===== src/rtl/acc25_scheduler.sv =====
// ----------------------------------------------------------------------------
// acc25_scheduler
//
// Round-robin scheduler in front of a multiply-by-25 accumulator. Two
// requesters compete for one job slot. The winner streams `len` 4-bit
// operands over a valid/ready bus. The block accumulates x*25 over the run
// and returns the total through a valid/ack handshake.
//
// Ports
//   clk        : rising-edge clock
//   reset      : asynchronous active-high reset; aborts any job in flight
//   req0/req1  : job request levels, held until the matching grant pulse
//   len0/len1  : operand count (0..15), sampled in the granting cycle
//   gnt0/gnt1  : one-cycle registered grant pulses
//   busy       : high whenever the scheduler is not idle
//   owner      : id of the current or last granted requester (operand mux)
//   x_valid/x  : operand stream from the granted requester
//   x_ready    : operand accept; high only while accumulating
//   res_valid  : result available, held until res_ack
//   res        : job sum of x*25
//   res_id     : requester that owns res
//   res_ack    : result consumed when res_valid & res_ack
// ----------------------------------------------------------------------------
module acc25_scheduler #(
    parameter int ACC_W = 13
) (
    input  logic             clk,
    input  logic             reset,
    input  logic             req0,
    input  logic             req1,
    input  logic [3:0]       len0,
    input  logic [3:0]       len1,
    output logic             gnt0,
    output logic             gnt1,
    output logic             busy,
    output logic             owner,
    input  logic             x_valid,
    input  logic [3:0]       x,
    output logic             x_ready,
    output logic             res_valid,
    output logic [ACC_W-1:0] res,
    output logic             res_id,
    input  logic             res_ack
);

    typedef enum logic [1:0] {
        IDLE  = 2'd0,
        ACCUM = 2'd1,
        DONE  = 2'd2
    } state_t;

    state_t           state;
    logic             ptr;      // requester favoured when both request
    logic [3:0]       cnt;      // operands still to accept
    logic [ACC_W-1:0] acc;

    logic             win;
    logic [3:0]       win_len;
    logic [8:0]       prod;
    logic [ACC_W-1:0] acc_sum;

    // A lone request wins outright; on contention the pointer decides.
    assign win     = (req0 & req1) ? ptr : req1;
    assign win_len = win ? len1 : len0;

    // 15*25 = 375 fits in 9 bits.
    assign prod    = {5'b0, x} * 9'd25;
    assign acc_sum = acc + ACC_W'(prod);

    always_ff @(posedge clk or posedge reset) begin
        if (reset) begin
            state     <= IDLE;
            ptr       <= 1'b0;
            cnt       <= '0;
            acc       <= '0;
            gnt0      <= 1'b0;
            gnt1      <= 1'b0;
            busy      <= 1'b0;
            owner     <= 1'b0;
            x_ready   <= 1'b0;
            res_valid <= 1'b0;
            res       <= '0;
            res_id    <= 1'b0;
        end else begin
            // Grants are single-cycle pulses.
            gnt0 <= 1'b0;
            gnt1 <= 1'b0;

            case (state)
                IDLE: begin
                    if (req0 | req1) begin
                        owner <= win;
                        cnt   <= win_len;
                        acc   <= '0;
                        busy  <= 1'b1;
                        gnt0  <= ~win;
                        gnt1  <= win;
                        if (win_len != 4'd0) begin
                            state   <= ACCUM;
                            x_ready <= 1'b1;
                        end else begin
                            // Empty job: present a zero result right away.
                            state     <= DONE;
                            res_valid <= 1'b1;
                            res       <= '0;
                            res_id    <= win;
                        end
                    end
                end

                ACCUM: begin
                    // x_ready is held high for the whole state, so x_valid
                    // alone marks a transfer; x_valid low is a stall.
                    if (x_valid) begin
                        acc <= acc_sum;
                        cnt <= cnt - 4'd1;
                        if (cnt == 4'd1) begin
                            state     <= DONE;
                            x_ready   <= 1'b0;
                            res_valid <= 1'b1;
                            res       <= acc_sum;
                            res_id    <= owner;
                        end
                    end
                end

                DONE: begin
                    // res is left untouched after the ack.
                    if (res_ack) begin
                        state     <= IDLE;
                        res_valid <= 1'b0;
                        busy      <= 1'b0;
                        ptr       <= ~owner;
                    end
                end

                default: begin
                    state <= IDLE;
                end
            endcase
        end
    end

endmodule

===== config.mk =====
export PLATFORM = sky130hd
export DESIGN_NAME = acc25_scheduler
export DESIGN_NICKNAME = d
export VERILOG_FILES = /design/src/rtl/acc25_scheduler.sv
export SDC_FILE = /design/constraint.sdc
export NUM_CORES = 1
export LEC_CHECK = 0
export BUFFER_PORTS_ARGS = -buffer_cell sky130_fd_sc_hd__clkbuf_2
export CAP_MARGIN = 20
export CORE_ASPECT_RATIO = 1.5
export CORE_MARGIN = 2
export CORE_UTILIZATION = 47
export CTS_CLUSTER_DIAMETER = 30
export DETAILED_ROUTE_END_ITERATION = 8
export PLACE_DENSITY_LB_ADDON = 0.3
export SYNTH_ARGS = -nofsm -noshare
export SYNTH_HDL_FRONTEND = slang
export SYNTH_SLANG_ARGS = --single-unit

===== constraint.sdc =====
create_clock -name clk -period 3.1 [get_ports clk]
set_clock_uncertainty 0.15 [all_clocks]
set_input_delay 0.62 -clock clk [delete_from_list [all_inputs] [get_ports clk]]
set_output_delay 0.62 -clock clk [all_outputs]
set_load 0.01 [all_outputs]

Yosys cells after proc, flatten, opt, wreduce, memory -nomap -nowiden. Index checks and enable logic that the tools add are counted.

Add/subtract/negate cells: 2. $mul: 1. Div/mod/pow operators: 0. Magnitude comparators: 0. Eq/ne operators: 9. Shifts and indexed selects: 0. Multiplexer cells: 41. Bitwise logic cells: 4. Reduce and logical (&&, ||, !) cells: 13.

Operators by type and width (number): $mux 13 (6); $pmux 13 s2 (2); $mux 1 (19); $add 13x9->13 (1); $mux 4 (3); $ne 2x2->1 const B (6); $mux 2 (5); $reduce_and 5->1 (2); $mul 4x5->9 const B (1); $pmux 4 s2 (1); $pmux 1 s2 (3); $pmux 2 s3 (1); $reduce_and 3->1 (2); $reduce_and 6->1 (1); $eq 4x1->1 const B (1); $reduce_and 2->1 (2); $reduce_and 4->1 (1); $reduce_bool 2->1 (2); $reduce_bool 4->1 (1); $sub 4x1->4 const B (1); $pmux 1 s3 (1); $reduce_bool 3->1 (1); $eq 2x1->1 const B (1); $eq 2x2->1 const B (1); 4 further kinds (5).

Flip-flop bits (word level): 40. Latch bits: 0. Bits in writable memories: 0. Memory bits (read-only): 0. Bits of input ports: 18. Output and inout bits: 20. Logic and storage cells: 82. Memories kept: 0.

Longest topological paths before layout. Gate-level depths: netlist of run 1.

Depth after elaboration: 7. Gate-level depth with buffers: 11. Gate-level depth less buffers: 11.

Least setup slack after synthesis of run 1. No wires, ideal clock.

Path kind: input -> register. Start: input port x[2]. End: register res[11]. Setup time: 69 ps. Arrival time: 2888 ps. Required time: 2881 ps. Path slack: -7 ps. Cell stages on the path: 11. Path buffers: 0. Cells stage by stage: inv_1 ha_1 inv_1 ha_1 ha_1 ha_1 or3_1 o21ai_0 a211oi_1 or4_1 nand3_1.

Cells in the longest elaborated chain, start to end: 5.

Ends and longest elaborated chain: start: declaration (line 38) `input logic [3:0] x,`; $mul 4x5->9 (line 67) `assign prod = {5'b0, x} * 9'd25;`; $add 13x9->13 (line 68) `assign acc_sum = acc + ACC_W'(prod);`; $mux 13 (line 117) `if (cnt == 4'd1) begin`; $mux 13 (line 114) `if (x_valid) begin`; $pmux 13 s2 (line 89) `case (state)`; end signal: assignment (line 121) `res <= acc_sum;`; end: declaration (line 41) `output logic [ACC_W-1:0] res,`.

No other way between the ends. The select of a mux whose other input is x is not followed. A chain may end at the register's enable or synchronous reset.

Worst setup path in the final report of run 1. Ends and elaborated chain as after synthesis.

==> impl_metrics.csv, run 1 <==
group,metric,value,unit
final_layout,num-nets-final,386,
clocking,cts-root-buf,"clkbuf_8",
routing,vias,2228,
die,rows,33,
clocking,cts.hold.buffers_added,0,
die,die_w,64.5,um
routing,ant_nets,0,
timing,hold_viol,0,
global_route,grt_pass1_vias,2167,
routing,viasPerCell,5.46,
logic_synthesis,syn_nets,335,
logic_synthesis,yosys.cell_count.top_type,"nand2_1",
global_route,antenna_found_initial,0,
min_path,hold_path.class,"in -> async",
timing,layout_worst_path_cycle_share,97.5,%
place,numPortBuffers,37,
logic_synthesis,ys_ff_latch,40,
logic_synthesis,synth_ff_type,"dfrtp_1",
clocking,insertion_delay,290,ps
die,core_area,5370,um^2
global_route,grt_use_total,19.8,%
run,cap_violations,0,
clocking,cts_tree,"done",
die,die_area,6110,um^2
clocking,cts_buffers,5,
logic_synthesis,synth_edf_count,0,
clocking,htree_levels,2,
timing,finalWorstSetupSlack,78.0,ps
clocking,clock_path_buffers,2,
routing,initialDrtViolationCount,78,
timing,worstMarginPinSlew,519,ps
place,place.gp.congestion,0.881,
final_layout,n_antenna_cell,0,
logic_synthesis,yosys-top-cells-count,"54 x nand2_1, 40 x dfrtp_1, 26 x ha_1, 25 x o21ai_0, 22 x inv_1",
die,die_y,94.7,um
timing,fin_hold_ws,279,ps
routing,firstDrtPassIters,4,
logic_synthesis,syn_avg_cell_area,8.99,um^2
final_layout,areaGrowthSynthToFinish,18.9,%
timing,finalSetupViolCount,0,
clocking,cts_sinks,40,
critical_path,critPathMaxFanout,3,
logic_synthesis,yosysSeqAreaShare,38.8,%
global_route,grt_pass1_wl,9.49,mm
die,io_pins,38,
logic_synthesis,synth_top_area_share,38.8,%
logic_synthesis,synthTopCellsByArea,"dfrtp_1 39%, ha_1 13%, nand2_1 7.9%, o21ai_0 4.8%, inv_1 3.2%",
power_and_ir_drop,p_leak,1.51,nW
place,post-dp-hpwl,4.30,mm
timing,achievable-frequency,331,MHz
power_and_ir_drop,p_per_area,816,nW/um^2
power_and_ir_drop,ir_drop,0.461,mV
final_layout,nFillCells,523,
critical_path,endpoint_kind,"flip-flop",
timing,slew_headroom,65.4,%
final_layout,drive_gt1_share,21.6,%
critical_path,worstPathRequired,3180,ps
timing,post-route-min-period,3020,ps
timing,drv_slew,0,
die,start_util,48.1,%
run_status,status,"finished clean",
logic_synthesis,netlist_instances,287,
logic_synthesis,syn_area,2580,um^2
critical_path,start_kind,"primary input",
logic_synthesis,async_reset_ff_share,100,%
place,placed_area,2960,um^2
critical_path,worstPathArrival,3100,ps
global_route,grt_max_degree,41,
clocking,post_cts_buffers,0,
critical_path,critical_path_class,"in -> reg",
logic_synthesis,yosysTopAreaCell,"dfrtp_1",
logic_synthesis,yosysWarnings,0,
routing,wl,5.58,mm
global_route,grt_overflow,0,
final_layout,design_area,3070,um^2
routing,wire_per_inst,13.7,um
routing,drc,0,
place,pre_cts_ws,-255,ps
clocking,clk_pin_slew,80,ps
logic_synthesis,synth.distinct_cells,46,
-- metrics by stage --
step	util (%)	TNS, ps	instances	total power [mW]
after floorplan	-	0	287	1.76
after CTS	56.6	0	408	2.51
after detailed placement	55.1	-1860	401	2.18
final	57.1	0	408	2.50
after global routing	57.1	-9.77	408	2.76
after global placement	55.1	-1150	401	2.13
-- worst max-delay path: stages --
cell and delay, ps:
clkbuf_2 100, inv_1 50, ha_1 270, inv_1 40
ha_1 190, fa_1 490, ha_4 190, or3_1 340
o21ai_1 130, a211oi_1 90, or4_1 510, nand3_1 70
-- final cells by class --
cell class	instances	area (um^2)	area share, %
multi-input combinational	212	1480	48.3
inverter	22	82.6	2.69
clock buffer	6	72.6	2.37
sequential	40	1000	32.6
tap	70	87.6	2.86
timing repair buffer	57	335	10.9
clock inverter	1	5.00	0.163
-- metal layers --
| layer | up-vias | track usage (%) | wire length, um |
|---|---|---|---|
| met5 | - | 0 | 0 |
| met3 | 8 | 2.62 | 165 |
| met2 | 40 | 36.0 | 3040 |
| li1 | 1117 | - | - |
| met1 | 1063 | 23.3 | 2260 |
| met4 | 0 | 7.80 | 107 |
-- worst paths after layout --
| kind | from | endpoint | slack, ps | cells after the start |
|---|---|---|---|---|
| setup / recovery | x[2] | res[11] | 80 | 12 |
| hold reg to reg | res[7] | res[7] | 320 | 2 |
| hold / removal | reset | owner | 280 | 3 |
| max in group asynchronous | reset | res[12] | 2160 | 3 |
| setup reg to reg | acc[5] | res[11] | 410 | 9 |
| min in group clk | res[7] | res[7] | 320 | 2 |
-- cell usage in the layout (no fill, tap or decap), types with 4 or more instances in the layout --
master,Yosys,layout
fa_1,4,4
clkbuf_8,0,5
ha_1,26,24
nand2_1,54,54
inv_1,22,22
and3_1,5,5
a21oi_1,10,9
o41ai_1,5,5
nand3_1,7,7
a31oi_1,7,7
buf_4,0,20
o31ai_1,4,4
nor3_1,5,4
nor2_1,8,8
dfrtp_1,40,40
clkbuf_2,0,37
o21ai_0,25,23
-- repair_timing --
item                                   in CTS  in global routing
endpoints found under the hold margin       0                  0
gates resized for setup                     0                  8
setup endpoints to repair                   0                  8
-- registers in the layout (all words and copies together) (netlist names) --
| name | count |
|---|---|
| x_ready | 1 |
| gnt0 | 1 |
| res | 13 |
| res_id | 1 |
| cnt | 4 |
| acc | 13 |
| ptr | 1 |
| gnt1 | 1 |
| owner | 1 |
| res_valid | 1 |
| state | 2 |
| busy | 1 |
-- where the power goes --
group | switching [mW] | total [mW] | internal, mW
combinational | 0.800 | 1.37 | 0.570
sequential | 0.110 | 0.808 | 0.698
clock | 0.172 | 0.325 | 0.153
total | 1.08 | 2.50 | 1.42
-- kinds of logic after synthesis --
group           share of synthesized area (%)
flops                                    38.8
fa+ha+maj                                15.7
mux                                      1.70
xor+xnor                                 1.36
compound gates                           19.5
buf+inv                                  5.38
simple gates                             17.6
(Power assumes the default switching activity.)
==> run 2, diff against run 1 <==
BUFFER_PORTS_ARGS = unset   (was -buffer_cell sky130_fd_sc_hd__clkbuf_2)
DONT_BUFFER_PORTS = 1   (was unset)
==> impl_metrics.csv, run 2 (synthesis gave the netlist of run 1 again) <==
group,metric,value,unit
critical_path,start_kind,"primary input",
critical_path,endpoint_kind,"flip-flop",
die,rows,33,
routing,wire_per_inst,14.7,um
critical_path,critPathMaxFanout,5,
global_route,grt_use_total,18.6,%
clocking,clock_path_buffers,2,
final_layout,n_antenna_cell,0,
critical_path,worstPathArrival,2970,ps
timing,drv_slew,0,
power_and_ir_drop,netSwitchingFraction,43.5,%
timing,finalSetupViolCount,0,
routing,drc,0,
global_route,grt_pass1_vias,1959,
place,post-dp-hpwl,4.07,mm
power_and_ir_drop,clkPwrFrac,15.1,%
final_layout,final_cell_mix,"54 x nand2_1, 40 x dfrtp_1, 25 x ha_1",
global_route,use_met1,21.7,%
clocking,htree_levels,2,
clocking,cts-root-buf,"clkbuf_8",
timing,slew_headroom,65.5,%
power_and_ir_drop,p_leak,1.31,nW
timing,setup-tns-final,0,ps
place,numPortBuffers,0,
power_and_ir_drop,intPower,1.34,mW
timing,finalWorstSetupSlack,154,ps
place,placed_area,2710,um^2
clocking,cts_tree,"done",
final_layout,final_common_cell,"nand2_1",
timing,fin_hold_ws,185,ps
power_and_ir_drop,ir_drop,0.519,mV
routing,wl,5.34,mm
final_layout,top_regs,"acc x13, res x13, cnt x4",
die,io_pins,38,
run,cap_violations,0,
place,place.gp.congestion,0.877,
clocking,cts.hold.buffers_added,0,
routing,firstDrtPassIters,4,
clocking,cts_buffers,5,
global_route,grt_pass1_wl,8.79,mm
timing,worstMarginPinSlew,518,ps
run_status,status,"finished clean",
clocking,clk_pin_slew,70,ps
die,die_area,6110,um^2
global_route,met2_usage,32.4,%
power_and_ir_drop,combPwrFrac,48.6,%
clocking,cts_sinks,40,
die,core_area,5370,um^2
global_route,use_met3,4.17,%
power_and_ir_drop,power.switching,1.03,mW
clocking,post_cts_buffers,0,
place,pre_cts_ws,-189,ps
global_route,antenna_found_initial,0,
power_and_ir_drop,p_seq_share,36.4,%
global_route,top_usage_layer,"met2",
final_layout,design_area,2800,um^2
timing,layout_worst_path_cycle_share,95.0,%
die,die_y,94.7,um
timing,achievable-frequency,339,MHz
power_and_ir_drop,p_per_area,848,nW/um^2
die,die_w,64.5,um
die,start_util,48.1,%
routing,ant_nets,0,
global_route,grt_max_degree,41,
clocking,cts.repair.resized,0,
final_layout,utilization,52.1,%
critical_path,ff2ff_setup_slack,320,ps
critical_path,worstPathRequired,3120,ps
routing,vias,2006,
clocking,insertion_delay,290,ps
timing,hold_viol,0,
timing,post-route-min-period,2950,ps
critical_path,critical_path_class,"in -> reg",
timing,rsz0062_at_grt,"false",
routing,initialDrtViolationCount,93,
final_layout,drive_gt1_share,7.51,%
min_path,hold_path.class,"in -> async",
routing,viasPerCell,5.53,
final_layout,num-nets-final,340,
final_layout,areaGrowthSynthToFinish,8.39,%
global_route,grt_overflow,0,
-- run 2: path summary, 6_finish.rpt --
kind	from	to	depth (start not counted)
min	reset	gnt0	2
max reg2reg	acc[1]	acc[9]	9
max in group asynchronous	reset	res[11]	2
max	x[2]	res[10]	11
min in group clk	req1	gnt0	1
min reg2reg	acc[8]	acc[8]	2
-- run 2: per-layer routing --
layer | vias to the layer above | wire length (um) | part of all wire [%]
met1 | 934 | 2290 | 43
met5 | - | 0 | 0
met4 | 0 | 132 | 2.5
met3 | 10 | 226 | 4.2
met2 | 35 | 2690 | 50
li1 | 1027 | - | -
-- run 2: power by group through the flow --
stage | Sequential (mW) | Combinational (mW) | Clock (mW)
finish | 0.862 | 1.15 | 0.357
detailed placement | 0.874 | 1.16 | 0
global placement | 0.873 | 1.14 | 0
floorplan | 0.837 | 0.920 | 0
global route | 0.886 | 1.32 | 0.387
CTS | 0.866 | 1.17 | 0.369
-- run 2: critical path, cell delays in order --
cell and delay (ps):
inv_1 20, ha_1 260, inv_1 40, ha_1 200
fa_1 450, ha_1 370, nand4_1 100, a21oi_1 230
o21bai_1 170, and3_1 190, o41ai_1 320
-- run 2: final cells by class --
type | count | area [um^2]
fill | 513 | 2570
multi-input combinational | 212 | 1450
sequential | 40 | 1000
clock buffer | 8 | 90.1
tap | 70 | 87.6
timing repair buffer | 11 | 82.6
inverter | 22 | 82.6
-- run 2: stage by stage --
| step | power (mW) | std cells |
|---|---|---|
| 3_3_place_gp | 2.01 | 355 |
| 2_1_floorplan | 1.76 | 287 |
| 6_report | 2.37 | 363 |
| 4_1_cts | 2.40 | 363 |
| 3_5_place_dp | 2.04 | 355 |
| 5_1_grt | 2.59 | 363 |
==> run 3, diff against run 2 <==
CELL_PAD_IN_SITES_DETAIL_PLACEMENT = 1   (was unset)
CELL_PAD_IN_SITES_GLOBAL_PLACEMENT = 1   (was unset)
==> impl_metrics.csv, run 3 (synthesis gave the netlist of run 1 again) <==
group,metric,value,unit
clocking,clk_pin_slew,80,ps
place,numPortBuffers,0,
clocking,clock_path_buffers,2,
timing,rsz0062_at_grt,"true",
routing,wl,6.12,mm
run,cap_violations,0,
routing,wire_per_inst,16.9,um
final_layout,top_regs,"acc x13, res x13, cnt x4",
place,place.gp.congestion,0.866,
clocking,cts.repair.resized,0,
routing,drc,0,
critical_path,worstPathRequired,3180,ps
global_route,antenna_found_initial,0,
die,die_w,64.5,um
timing,achievable-frequency,339,MHz
clocking,htree_levels,2,
power_and_ir_drop,p_per_area,868,nW/um^2
timing,worstMarginPinSlew,551,ps
critical_path,r2r_cells,9,
final_layout,instances_no_fill,363,
clocking,cts_buffers,5,
global_route,top_usage_layer,"met2",
final_layout,areaGrowthSynthToFinish,9.70,%
die,rows,33,
critical_path,ff2ff_setup_slack,370,ps
clocking,cts_tree,"done",
critical_path,start_kind,"primary input",
place,placed_area,2720,um^2
routing,initialDrtViolationCount,64,
power_and_ir_drop,p_leak,1.32,nW
routing,viasPerCell,5.79,
final_layout,drive_gt1_share,8.87,%
timing,slew_headroom,63.3,%
final_layout,num-nets-final,340,
run_status,status,"finished clean",
clocking,post_cts_buffers,0,
power_and_ir_drop,ir_drop,0.635,mV
final_layout,final_common_cell,"nand2_1",
global_route,grt_pass1_wl,10.2,mm
power_and_ir_drop,finalPower,2.46,mW
critical_path,worstPathArrival,3030,ps
final_layout,design_area,2830,um^2
routing,firstDrtPassIters,4,
critical_path,worst_r2r_endpoint,"res[9]",
clocking,cts-root-buf,"clkbuf_8",
global_route,grt_max_degree,41,
global_route,grt_overflow,0,
timing,setup-tns-final,0,ps
die,die_y,94.7,um
routing,vias,2100,
final_layout,n_antenna_cell,0,
routing,ant_nets,0,
min_path,hold_path.class,"in -> async",
timing,hold_viol,0,
die,core_area,5370,um^2
global_route,met2_usage,39.6,%
critical_path,critical_path_class,"in -> reg",
critical_path,critPathMaxFanout,4,
timing,post-route-min-period,2950,ps
global_route,grt_pass1_vias,2215,
global_route,grt_use_total,21.5,%
critical_path,critPathLaunch,"x[2]",
final_layout,final_cell_mix,"54 x nand2_1, 40 x dfrtp_1, 25 x ha_1",
die,die_area,6110,um^2
clocking,cts.hold.buffers_added,0,
clocking,insertion_delay,290,ps
die,io_pins,38,
place,post-dp-hpwl,4.71,mm
place,place_inst,355,
critical_path,endpoint_kind,"flip-flop",
global_route,use_met1,24.8,%
clocking,cts_sinks,40,
timing,finalSetupViolCount,0,
timing,drv_slew,0,
die,start_util,48.1,%
timing,layout_worst_path_cycle_share,95.2,%
global_route,use_met3,3.93,%
critical_path,r2r_start,"acc[1]",
==> run 3: cell counts in the layout (fill, tap and decap cells not counted) <==
Identical to the previous run, type by type.
==> run 3: worst max-delay path by stage <==
stage          slack (ps)  cells after the start       to
2_1_floorplan         0.7                     11  res[11]
3_3_place_gp          -70                     12  acc[12]
3_5_place_dp         -250                     11  res[10]
4_1_cts                30                     11  res[10]
5_1_grt               -20                     12  acc[11]
6_report              150                     11  res[11]
==> run 3: metal layers <==
metal	part of all wire [%]	routed length (um)
met4	1.2	75
met1	40	2470
met2	55	3380
met5	0	0
met3	3.1	188
==> run 3: per-stage QoR <==
step | utilization, % | hold WS [ps] | setup slack (ps)
detailed placement | 50.7 | 332 | -251
global placement | 50.7 | 314 | -72.6
finish | 52.7 | 180 | 147
global route | 52.7 | 238 | -17.9
floorplan | - | 294 | 0.705
CTS | 52.3 | 207 | 31.4
==> run 3: layout make-up <==
type / count / area [um^2]
sequential: 40 / 1000
timing repair buffer: 11 / 95.1
multi-input combinational: 212 / 1470
inverter: 22 / 82.6
tap: 70 / 87.6
clock buffer: 8 / 90.1
fill: 634 / 2540
==> run 3: worst max-delay path: stages <==
cell,delay [ps]
inv_1,20
ha_1,270
inv_1,40
ha_1,210
fa_1,460
ha_1,230
or3_1,350
o21ai_1,150
a211oi_1,100
or4_1,510
nand3_1,80
==> run 3: power breakdown <==
part	internal (mW)	switching, mW
clock network	0.182	0.182
logic	0.483	0.747
registers	0.699	0.164
